[src/rtl/pwm_pkg.sv]
// Shared definitions for the pwm control path: duty width default, duty ceiling and control FSM states.
// Pure declarations; no logic, no latency.
package pwm_pkg;

    localparam int DUTY_W_DEF = 4;
    localparam logic [DUTY_W_DEF-1:0] DUTY_MAX = {DUTY_W_DEF{1'b1}};

    typedef enum logic [1:0] {
        IDLE    = 2'd0,
        RAMP_UP = 2'd1,
        RAMP_DN = 2'd2
    } ctrl_state_e;

    // Counter width able to hold 0..n-1, never narrower than one bit.
    function automatic int cnt_width(input int n);
        return (n <= 2) ? 1 : $clog2(n);
    endfunction

endpackage

[src/rtl/btn_debounce.sv]
// Raw button -> 2-flop sync -> debounced level -> registered rising-edge press pulse.
// A stable change is accepted after DEBOUNCE_CYC agreeing samples; no backpressure.
module btn_debounce
    import pwm_pkg::*;
#(
    parameter int DEBOUNCE_CYC = 16
) (
    input  logic clk,
    input  logic rst_n,
    input  logic btn_raw,
    output logic level,
    output logic press
);

    localparam int CNT_W = cnt_width(DEBOUNCE_CYC);
    localparam logic [CNT_W-1:0] CNT_LAST = CNT_W'(DEBOUNCE_CYC - 1);

    logic             sync1_q, sync1_d;
    logic             sync2_q, sync2_d;
    logic [CNT_W-1:0] cnt_q, cnt_d;
    logic             level_q, level_d;
    logic             level_prv_q, level_prv_d;
    logic             press_q, press_d;

    always_comb begin
        sync1_d     = btn_raw;
        sync2_d     = sync1_q;
        cnt_d       = '0;
        level_d     = level_q;
        // Any disagreeing sample run shorter than DEBOUNCE_CYC is thrown away.
        if (sync2_q != level_q) begin
            if (cnt_q == CNT_LAST) begin
                level_d = sync2_q;
            end else begin
                cnt_d = cnt_q + 1'b1;
            end
        end
        level_prv_d = level_q;
        press_d     = level_q & ~level_prv_q;
    end

    always_ff @(posedge clk or negedge rst_n) begin
        if (!rst_n) begin
            sync1_q     <= 1'b0;
            sync2_q     <= 1'b0;
            cnt_q       <= '0;
            level_q     <= 1'b0;
            level_prv_q <= 1'b0;
            press_q     <= 1'b0;
        end else begin
            sync1_q     <= sync1_d;
            sync2_q     <= sync2_d;
            cnt_q       <= cnt_d;
            level_q     <= level_d;
            level_prv_q <= level_prv_d;
            press_q     <= press_d;
        end
    end

    assign level = level_q;
    assign press = press_q;

endmodule

[src/rtl/pwm_duty_ctrl.sv]
// Up/down buttons -> saturating duty word, manual stepping or prescaled ramp mode.
// Duty moves DEBOUNCE_CYC+3 edges after a button is first sampled high; no backpressure.
module pwm_duty_ctrl
    import pwm_pkg::*;
#(
    parameter int DUTY_W       = DUTY_W_DEF,
    parameter int DEBOUNCE_CYC = 16,
    parameter int RAMP_DIV     = 256
) (
    input  logic              clk,
    input  logic              rst_n,
    input  logic              btn_up,
    input  logic              btn_dn,
    input  logic              mode_ramp,
    output logic [DUTY_W-1:0] duty,
    output logic              duty_upd,
    output logic              at_max,
    output logic              at_min
);

    localparam logic [DUTY_W-1:0] DMAX = {DUTY_W{1'b1}};
    localparam int PS_W = cnt_width(RAMP_DIV);
    localparam logic [PS_W-1:0] PS_LAST = PS_W'(RAMP_DIV - 1);

    logic up_p, dn_p;
    logic up_level_unused, dn_level_unused;

    ctrl_state_e       state_q, state_d;
    logic [PS_W-1:0]   presc_q, presc_d;
    logic [DUTY_W-1:0] duty_q, duty_d;
    logic              duty_upd_q, duty_upd_d;

    btn_debounce #(.DEBOUNCE_CYC(DEBOUNCE_CYC)) u_db_up (
        .clk     (clk),
        .rst_n   (rst_n),
        .btn_raw (btn_up),
        .level   (up_level_unused),
        .press   (up_p)
    );

    btn_debounce #(.DEBOUNCE_CYC(DEBOUNCE_CYC)) u_db_dn (
        .clk     (clk),
        .rst_n   (rst_n),
        .btn_raw (btn_dn),
        .level   (dn_level_unused),
        .press   (dn_p)
    );

    always_ff @(posedge clk or negedge rst_n) begin
        if (!rst_n) begin
            state_q <= IDLE;
        end else begin
            state_q <= state_d;
        end
    end

    // A ramp parks in IDLE as soon as it sits on its limit, so entering at the limit exits next cycle.
    always_comb begin
        state_d = state_q;
        if (!mode_ramp) begin
            state_d = IDLE;
        end else begin
            case (state_q)
                IDLE: begin
                    if (up_p && !dn_p)      state_d = RAMP_UP;
                    else if (dn_p && !up_p) state_d = RAMP_DN;
                end
                RAMP_UP: begin
                    if (up_p)                state_d = IDLE;
                    else if (dn_p)           state_d = RAMP_DN;
                    else if (duty_q == DMAX) state_d = IDLE;
                end
                RAMP_DN: begin
                    if (dn_p)              state_d = IDLE;
                    else if (up_p)         state_d = RAMP_UP;
                    else if (duty_q == '0) state_d = IDLE;
                end
                default: state_d = IDLE;
            endcase
        end
    end

    // Prescaler rests at zero outside a ramp and whenever a press lands, so every entry starts fresh.
    always_comb begin
        duty_d  = duty_q;
        presc_d = '0;
        if (!mode_ramp) begin
            if (up_p && !dn_p && duty_q != DMAX)      duty_d = duty_q + 1'b1;
            else if (dn_p && !up_p && duty_q != '0)   duty_d = duty_q - 1'b1;
        end else begin
            case (state_q)
                RAMP_UP: begin
                    if (!up_p && !dn_p && duty_q != DMAX) begin
                        if (presc_q == PS_LAST) duty_d  = duty_q + 1'b1;
                        else                    presc_d = presc_q + 1'b1;
                    end
                end
                RAMP_DN: begin
                    if (!up_p && !dn_p && duty_q != '0) begin
                        if (presc_q == PS_LAST) duty_d  = duty_q - 1'b1;
                        else                    presc_d = presc_q + 1'b1;
                    end
                end
                default: ;
            endcase
        end
        duty_upd_d = (duty_d != duty_q);
    end

    always_ff @(posedge clk or negedge rst_n) begin
        if (!rst_n) begin
            presc_q    <= '0;
            duty_q     <= '0;
            duty_upd_q <= 1'b0;
        end else begin
            presc_q    <= presc_d;
            duty_q     <= duty_d;
            duty_upd_q <= duty_upd_d;
        end
    end

    assign duty     = duty_q;
    assign duty_upd = duty_upd_q;
    assign at_max   = (duty_q == DMAX);
    assign at_min   = (duty_q == '0);

endmodule

[config.mk]
export PLATFORM = sky130hd
export DESIGN_NAME = pwm_duty_ctrl
export DESIGN_NICKNAME = d
export VERILOG_FILES = /design/src/rtl/pwm_pkg.sv /design/src/rtl/btn_debounce.sv /design/src/rtl/pwm_duty_ctrl.sv
export SDC_FILE = /design/constraint.sdc
export NUM_CORES = 1
export LEC_CHECK = 0
export ABC_CLOCK_PERIOD_IN_PS = 3600
export CAP_MARGIN = 20
export CORE_MARGIN = 2
export CORE_UTILIZATION = 50
export CTS_CLUSTER_DIAMETER = 30
export DETAILED_ROUTE_END_ITERATION = 16
export HOLD_SLACK_MARGIN = 0.06
export PLACE_DENSITY = 0.81
export SLEW_MARGIN = 5
export SYNTH_ARGS = -nofsm -noshare
export SYNTH_HDL_FRONTEND = slang
export SYNTH_SLANG_ARGS = --single-unit
[constraint.sdc]
create_clock -name clk -period 3.6 [get_ports clk]
set_input_delay 0.72 -clock clk [delete_from_list [all_inputs] [get_ports clk]]
set_output_delay 0.72 -clock clk [all_outputs]
set_load 0.1 [all_outputs]
==> summary.md <==
| Metric | Value |
|---|---|
| H-Tree Depth | 2 |
| Max stage delay on crit path | ~530 ps |
| Synth Area in XOR/XNOR | 4.87% |
| Final Non-Filler Cells | roughly 270 |
| Hold WC Path Type | flip-flop to flip-flop |
| First-pass DRT Iterations | 4 |
| First-pass GRT wire length | 6270 µm |
| Core area | 0.00374 mm² |
| Reg2Reg Depth | 8 |
| Synth Area in Compound Gates | 19.1% |
| Routed wire length | 3730 µm |
| Ys flop type | dfrtp_1 |
| Row count | 22 |
| Die area | around 0.0045 mm² |
| CP dominant cell by count | inv_1 |
| Post-CTS Setup Inserts | 0 |
| Final hold violation count | 0 |
| Hold Path End | u_db_up.sync2_q |
| Final Util | 58.0% |
| Register area | 826 µm² |
| Register bit total from synthesis | 33 |
| Layout cell share with drive strength beyond 1 | 12.4% |
| Drt via density | 5.95 |
| Startpoint type of the worst setup path | flip-flop |
| FILL cells | 330 |
| Placed cell count | 259 |
| Worst hold start | u_db_up.sync1_q |
| Max-slew violations | 0 |
| Post-route cell area | 0.00217 mm² |
| Remaining antenna violation count | 0 |
| Clock Sinks | 33 |
| Post-synth EDFFs | 0 |
| Multi-input combinational cell area | 0.00105 mm² |
| First DRT Iteration DRCs | 227 |
| Final Cycle Share | approximately 76% |
| CTS root buffer | clkbuf_8 |
| Synth Area in Adders | 5.70% |
| Tot GR Track Use | 18.8% |
| Routability cong. | between 0.9 and 1 |
| Post-CTS Resized | 0 |
| WL/cell | about 14 µm |
| Final net count | 232 |
| Maximum vdd drop | 0.410 mV |
| Synth Net Count | 219 |
| Largest net degree at the start of global routing | 34 |
| Lkg Pwr | 0.899 nW |
| CP Launch Point | duty[0] |
| Setup slack, reg-to-reg | 1210 ps |
| Max Clock Skew | 10.7 ps |
| WP buf/inv | 3 |
| Sequential fraction of the synthesis area | about two fifths |
| Drc violations | 0 |
| Worst setup EP type | output pin |
| Post-synthesis cell area | 0.00198 mm² |
| Die Span Y | 66.9 µm |
| Async S/R FF share, synth | 100% |
| Arr. time, crit path | 2000 ps |
| Die Wd | 66.9 µm |
| Final setup viols | 0 |
| CP top delay family | flip-flops |
| Post-synthesis simple-gate area fraction | 21.9% |
| Unrepaired setup endpoints after global routing | false |
| Vias in the first global route | 1368 |
| GRT overflow | 0 |
| Max-Cap Viols | 0 |
| Post-Syn Area per Cell | 9.64 µm² |
| Outcome | finished, final reports clean |
| CP Class | flip-flop to output pin |
| Crit path required time | approximately 2900 ps |
| CTS tree | yes |
| CTS Hold Bufs | 0 |
| Worst-Margin Slew | 962 ps |
| Syn. warnings | 0 |
| Max_slew headroom | 35.7% |
| # IOs | 12 |
| DR vias | 1578 |
| Post-synthesis mux area share | 1.65% |
| Reg2reg end | duty_upd |
| Initial core utilization | 52.8% |
| CTS Buf Count | 5 |
| Dpl cell area | roughly 0.0021 mm² |
| Initial antenna violation count | 0 |
| Fin crit period | between 2000 and 3000 ps |
| Clock latency on the worst-skew pair | 280 ps |
| Crit path cell chain | inv_1, ha_1, or3b_4, inv_1, buf_4 |
| CP max-delay cell | dfrtp_1 |
| DP HPWL | about 2700 µm |
| Setup TNS | 0 ps |
| Hold depth | 0 |
| Power per cell area | 445 mW/mm² |
| Clk slew on worst S/H paths | 60 ps |
| Max clock buf depth | 2 |
| Port buffer count | 11 |
| Layout area overhead | 9.75% |
| Distinct cells, synth | 57 |
| Critical R2R Launch | duty[0] |
| WHS | between 300 and 400 ps |
| Ant diodes | 0 |
| Max Fanout on Critical Path | 13 |
| F_max | roughly 0.37 GHz |
| Largest family of logic cells by synthesized area | simple AND/OR/NAND/NOR gates |
| Cells after synthesis | between 200 and 250 |
## how the worst max path moves through the flow
stage	endpoint	depth (start not counted)
global placement	duty_upd	6
global route	at_min	5
finish	at_min	5
floorplan	duty_upd	10
detailed placement	at_min	5
CTS	at_min	5
## metrics by stage
stage / power, W / setup slack, ps
detailed placement: 0.000724 / 1200
CTS: 0.000975 / 887
global placement: 0.000722 / 1210
global route: 0.00102 / 813
floorplan: 0.000663 / 373
finish: 0.000965 / 877
## cells in the final DEF (no fill, tap or decap), types with 3 or more instances in the layout
master / netlist / final
nor2b_1: 6 / 6
ha_1: 9 / 9
clkbuf_8: 0 / 5
nor3_1: 4 / 4
nor2_1: 20 / 20
dfrtp_1: 33 / 33
buf_4: 2 / 6
xnor2_1: 9 / 9
clkdlybuf4s50_1: 0 / 6
nand4b_1: 3 / 3
nand2_1: 11 / 11
a31oi_1: 4 / 4
inv_1: 13 / 13
a21oi_1: 15 / 15
a211oi_1: 3 / 3
o21ai_0: 10 / 10
nand3_1: 10 / 10
## where the power goes
group,internal (W),leakage [nW],total (W),switching (W)
combinational,0.0000822,0.426,0.000279,0.000197
sequential,0.000392,0.434,0.000442,0.0000503
clock,0.000127,0.0399,0.000244,0.000117
total,0.000601,0.899,0.000965,0.000365
## cell families after synthesis
family          after synthesis
mux                           3
flops                        33
simple gates                 75
xor+xnor                     11
fa+ha+maj                     9
compound gates               54
buf+inv                      20
## layout make-up
cell class / instances / share of cell area [%]
multi-input combinational: 152 / 48.5
inverter: 14 / 2.42
sequential: 33 / 38.1
tap: 48 / 2.77
timing repair buffer: 12 / 4.84
clock buffer: 5 / 3.17
clock inverter: 1 / 0.231
## cells in the mapped netlist, types with 3 or more instances
cell type	instances	area share, %
dfrtp_1	33	42
o21ai_0	10	2.5
nand2_1	11	2.1
a211oi_1	3	1.1
ha_1	9	5.7
xnor2_1	9	4.0
inv_1	13	2.5
nor2b_1	6	1.9
nand4b_1	3	1.3
a31oi_1	4	1.3
nor3_1	4	1.0
nor2_1	20	3.8
nand3_1	10	2.5
a21oi_1	15	3.8
## flip-flops by register name (all words and copies together), names as in the netlist, 2 cells and up
register,count
u_db_up.cnt_q,4
presc_q,8
duty,4
state_q,2
u_db_dn.cnt_q,4
## metal layers
layer / track usage, % / part of all wire, % / up-vias
met1: 25.5 / 47 / 742
met2: 28.1 / 45 / 62
li1: - / - / 768
met3: 5.24 / 6.6 / 6
met4: 7.65 / 1.5 / 0
met5: 0 / 0 / -
(Power assumes the default switching activity.)
